===== config.mk =====
export PLATFORM = sky130hd
export DESIGN_NAME = seq_detect_param
export DESIGN_NICKNAME = d
export VERILOG_FILES = /design/src/rtl/seq_detect_param.sv
export SDC_FILE = /design/constraint.sdc
export NUM_CORES = 1
export LEC_CHECK = 0
export ABC_AREA = 1
export CORE_UTILIZATION = 55
export CTS_CLUSTER_SIZE = 28
export DETAILED_ROUTE_END_ITERATION = 8
export DONT_BUFFER_PORTS = 1
export PLACE_DENSITY = 0.75
export SETUP_SLACK_MARGIN = 0.1
export SLEW_MARGIN = 15
export SYNTH_ARGS = -nofsm -noshare
export SYNTH_HDL_FRONTEND = slang
export SYNTH_SLANG_ARGS = --single-unit
export TNS_END_PERCENT = 30

===== constraint.sdc =====
create_clock -name clk -period 4.5 [get_ports clk]
set_input_delay 0.9 -clock clk [delete_from_list [all_inputs] [get_ports clk]]
set_output_delay 0.9 -clock clk [all_outputs]
set_load 0.01 [all_outputs]

===== src/rtl/seq_detect_param.sv =====
// Parameterised serial pattern detector with overlap control and a saturating match counter.
// A pattern is loaded by strobe; detection runs IDLE -> FILL -> HUNT on valid input bits.
module seq_detect_param #(
  parameter int unsigned PAT_W = 6,
  parameter int unsigned CNT_W = 8
) (
  input  logic             clk,
  input  logic             rst,
  input  logic             in,
  input  logic             in_valid,
  input  logic             load,
  input  logic [PAT_W-1:0] pat_in,
  input  logic             overlap,
  input  logic             clr_cnt,
  output logic             match,
  output logic [CNT_W-1:0] match_cnt,
  output logic             armed
);

  localparam int unsigned        FillW    = $clog2(PAT_W + 1);
  localparam logic [FillW-1:0]   FillFull = FillW'(PAT_W);
  localparam logic [CNT_W-1:0]   CntMax   = {CNT_W{1'b1}};

  typedef enum logic [1:0] {
    StIdle = 2'd0,
    StFill = 2'd1,
    StHunt = 2'd2
  } state_e;

  state_e             state_q, state_d;
  logic [PAT_W-1:0]   pat_q, pat_d;
  logic [PAT_W-1:0]   hist_q, hist_d, hist_shift;
  logic [FillW-1:0]   fill_q, fill_d, fill_inc;
  logic [CNT_W-1:0]   cnt_q, cnt_d;
  logic               match_q, armed_q;
  logic               hit;

  always_comb begin
    state_d    = state_q;
    pat_d      = pat_q;
    hist_d     = hist_q;
    fill_d     = fill_q;
    hit        = 1'b0;
    hist_shift = (hist_q << 1) | {{(PAT_W-1){1'b0}}, in};
    // fill saturates at PAT_W once the window is full
    fill_inc   = (fill_q == FillFull) ? fill_q : fill_q + 1'b1;

    if (load) begin
      pat_d   = pat_in;
      hist_d  = '0;
      fill_d  = '0;
      state_d = StFill;
    end else begin
      case (state_q)
        StIdle: ;
        StFill, StHunt: begin
          if (in_valid) begin
            hist_d = hist_shift;
            fill_d = fill_inc;
            if (fill_inc == FillFull) begin
              state_d = StHunt;
              if (hist_shift == pat_q) begin
                hit = 1'b1;
                if (!overlap) begin
                  hist_d  = '0;
                  fill_d  = '0;
                  state_d = StFill;
                end
              end
            end
          end
        end
        default: state_d = StIdle;
      endcase
    end

    cnt_d = cnt_q;
    if (hit) begin
      if (clr_cnt)             cnt_d = {{(CNT_W-1){1'b0}}, 1'b1};
      else if (cnt_q != CntMax) cnt_d = cnt_q + 1'b1;
    end else if (clr_cnt) begin
      cnt_d = '0;
    end
  end

  always_ff @(posedge clk) begin
    if (rst) begin
      state_q <= StIdle;
      pat_q   <= '0;
      hist_q  <= '0;
      fill_q  <= '0;
      cnt_q   <= '0;
      match_q <= 1'b0;
      armed_q <= 1'b0;
    end else begin
      state_q <= state_d;
      pat_q   <= pat_d;
      hist_q  <= hist_d;
      fill_q  <= fill_d;
      cnt_q   <= cnt_d;
      match_q <= hit;
      armed_q <= (state_d == StHunt);
    end
  end

  assign match     = match_q;
  assign match_cnt = cnt_q;
  assign armed     = armed_q;

endmodule


==> run_results.csv <==
group,metric,value,unit
critical_path,slowest_delay,0.42,ns
synth,netlist_area,1450,sq um
timing,slew_headroom,0.710,
floorplanning,design.core.area,2480,sq um
pwr,cellPowerDensity,256,nW/um^2
synth,ys_ff_latch,26,
floorplanning,rows,18,
finish,diodes,0,
synth,netlist_instances,209,
placement,gp_congestion,0.818,
clock_tree,clk_pin_slew_worst_paths,0.14,ns
detailed_routing,drc,0,
finish,n_fill_cell,240,
finish,most-common-layout-cells,"56 x nand2_1, 32 x inv_1, 26 x dfxtp_1, 18 x a21oi_1, 16 x nor2_1",
detailed_routing,drt_iter0_markers,31,
critical_path,crit_family,"simple AND/OR/NAND/NOR gates",
timing,hold_ws,0.478,ns
timing,fmax,0.511,GHz
global_routing,track_usage,0.231,
clock_tree,hold_buffers,0,
detailed_routing,dr.pass1.iters,4,
clock_tree,insertion_delay,0.32,ns
detailed_routing,vias_per_cell,5.38,
detailed_routing,dr_total_vias,1291,
clock_tree,cts.sinks,26,
critical_path,required,4.77,ns
clock_tree,cts_resized,0,
pwr,power,0.000382,W
critical_path,critPathKind,"register to register",
pwr,ir_drop,0.000192,V
finish,regArea,520,sq um
finish,postLayoutCellArea,1490,sq um
global_routing,overflow,0,
critical_path,path_cells,"inv_1 > ha_1 > nand2_2 > clkinv_2 > nand2_2 > nor2_4 > nand3_4 > nand2_4 > nand2_1 > nand2_1 > nand2_1 > nor2_1",
placement,io_buffers,0,
detailed_routing,post_drt_wl_per_cell,12.1,um
global_routing,grt_max_degree,16,
placement,placed_area,1470,sq um
synth,syn_avg_cell_area,6.95,sq um
floorplanning,start_util,0.586,
timing,drv_slew,0,
finish,nets,230,
floorplanning,die_y,53.4,um
pwr,power.leakage,0.625,nW
outcome,status,"completed",
finish,multi_input_area,785,sq um
timing,rsz0062_at_grt,"false",
hold_path,hold_path_class,"register to register",
finish,drive_above_1_share,0.124,
timing,worst_slew_pin_slew,0.435,ns
timing,final.min_clock_period,1.96,ns
floorplanning,die_x,53.4,um
synth,yosysSeqAreaShare,0.358,
job,max-cap-violations,0,
detailed_routing,ant_nets,0,
synth,synth_nets,227,
synth,synth-warning-count,0,
critical_path,worstPathMaxFanout,11,
clock_tree,postCtsSetupBuffers,0,
clock_tree,ctsLongestPathBuffers,2,
timing,final_hold_viol_count,0,
floorplanning,die_area,2850,sq um
finish,layout_commonest_cell,"nand2_1",
clock_tree,cts_root_buf,"clkbuf_4",
critical_path,end_kind,"register",
timing,setup_viol,0,
timing,finalCritPeriodShare,0.435,
timing,finClkSkew,0.00428,ns
global_routing,grt_pass1_vias,1180,
clock_tree,cts_buffers,3,
global_routing,grt_pass1_wl,4750,um
timing,setup_tns,0,ns
clock_tree,h-tree-depth,1,
critical_path,slowest_stage,"dfxtp_1",
synth,synth_cell_types,30,
finish,area_delta_synth_final,2.84,%
clock_tree,cts_tree,"built",
critical_path,start_kind,"register",
critical_path,crit_buf_inv,2,
placement,dp_hpwl,2180,um
detailed_routing,drt_wl_total,2900,um
floorplanning,io_pins,23,
critical_path,crit_arrival,2.23,ns
critical_path,crit_top_cell,"nand2_1",
global_routing,antenna_found_initial,0,
## kinds of logic (layout without fill, tap and decap cells)
family / Yosys count / in the layout / share of synthesized area
adder cells (fa/ha/maj): 5 / 5 / 0.0431
AND/OR/NAND/NOR: 107 / 107 / 0.359
flip-flops: 26 / 26 / 0.358
AO/OA/AOI/OAI: 35 / 35 / 0.138
buffers and inverters: 36 / 37 / 0.102
## registers in the layout (all words and copies together) (netlist names)
signal / count
fill_q: 3
state_q: 2
pat_q: 6
match: 1
armed: 1
hist_q: 5
match_cnt: 8
## area by class of cell
cell class                      count  share of cell area
Clock buffer                        3              0.0151
Inverter                           34              0.0863
Tap cell                           30              0.0251
Multi-Input combinational cell    147               0.525
Sequential cell                    26               0.348
## worst register-to-register path: stages (launching register included)
cell and delay [ns]:
dfxtp_1 0.42, inv_1 0.06, ha_1 0.32, nand2_2 0.16, clkinv_2 0.15, nand2_2 0.09
nor2_4 0.17, nand3_4 0.12, nand2_4 0.15, nand2_1 0.09, nand2_1 0.07, nand2_1 0.04
nor2_1 0.08
## synth_stat cells (all sizes together)
| master | n | area [sq um] |
|---|---|---|
| dfxtp | 26 | 521 |
| clkbuf | 1 | 3.75 |
| clkinv | 1 | 5.00 |
| o211a | 1 | 10.0 |
| nor4 | 1 | 6.26 |
| o21bai | 1 | 7.51 |
| o211ai | 1 | 7.51 |
| nor3 | 1 | 10.0 |
| inv | 33 | 124 |
| buf | 1 | 15.0 |
| or2 | 1 | 6.26 |
| a21oi | 21 | 116 |
| nand3 | 15 | 97.6 |
| nand4 | 4 | 25.0 |
| nand3b | 1 | 7.51 |
| nor2 | 23 | 123 |
| o21ai | 11 | 58.8 |
| nand2 | 61 | 246 |
| ha | 5 | 62.6 |
## report_power, final
group          internal (W)  leakage (nW)  switching (W)  total (W)
sequential         0.000236         0.212     0.00000400   0.000240
clock             0.0000314        0.0138      0.0000679  0.0000993
combinational     0.0000136         0.399      0.0000298  0.0000433
total              0.000281         0.625       0.000102   0.000382
## path summary, 6_finish.rpt
path	slack [ns]	endpoint	startpoint	depth (start not counted)
min reg2reg	0.48	pat_q[3]	pat_q[3]	2
max reg2reg	2.54	match_cnt[3]	state_q[0]	12
max	2.54	match_cnt[3]	state_q[0]	12
min	0.48	pat_q[3]	pat_q[3]	2
## through the flow
step	instances	utilization	worst slack (ns)
2_1_floorplan	209	-	2.61
3_5_place_dp	237	0.594	2.30
4_1_cts	240	0.603	2.54
6_report	240	0.603	2.54
5_1_grt	240	0.603	2.34
3_3_place_gp	237	0.594	2.32
## layer usage
metal / global-route usage / routed length, um / vias to the layer above
li1: - / - / 671
met1: 0.253 / 1270 / 575
met2: 0.413 / 1430 / 39
met3: 0.0603 / 150 / 6
met4: 0.0965 / 53 / 0
met5: 0 / 0 / -
Power figures use the tool's default switching activity.
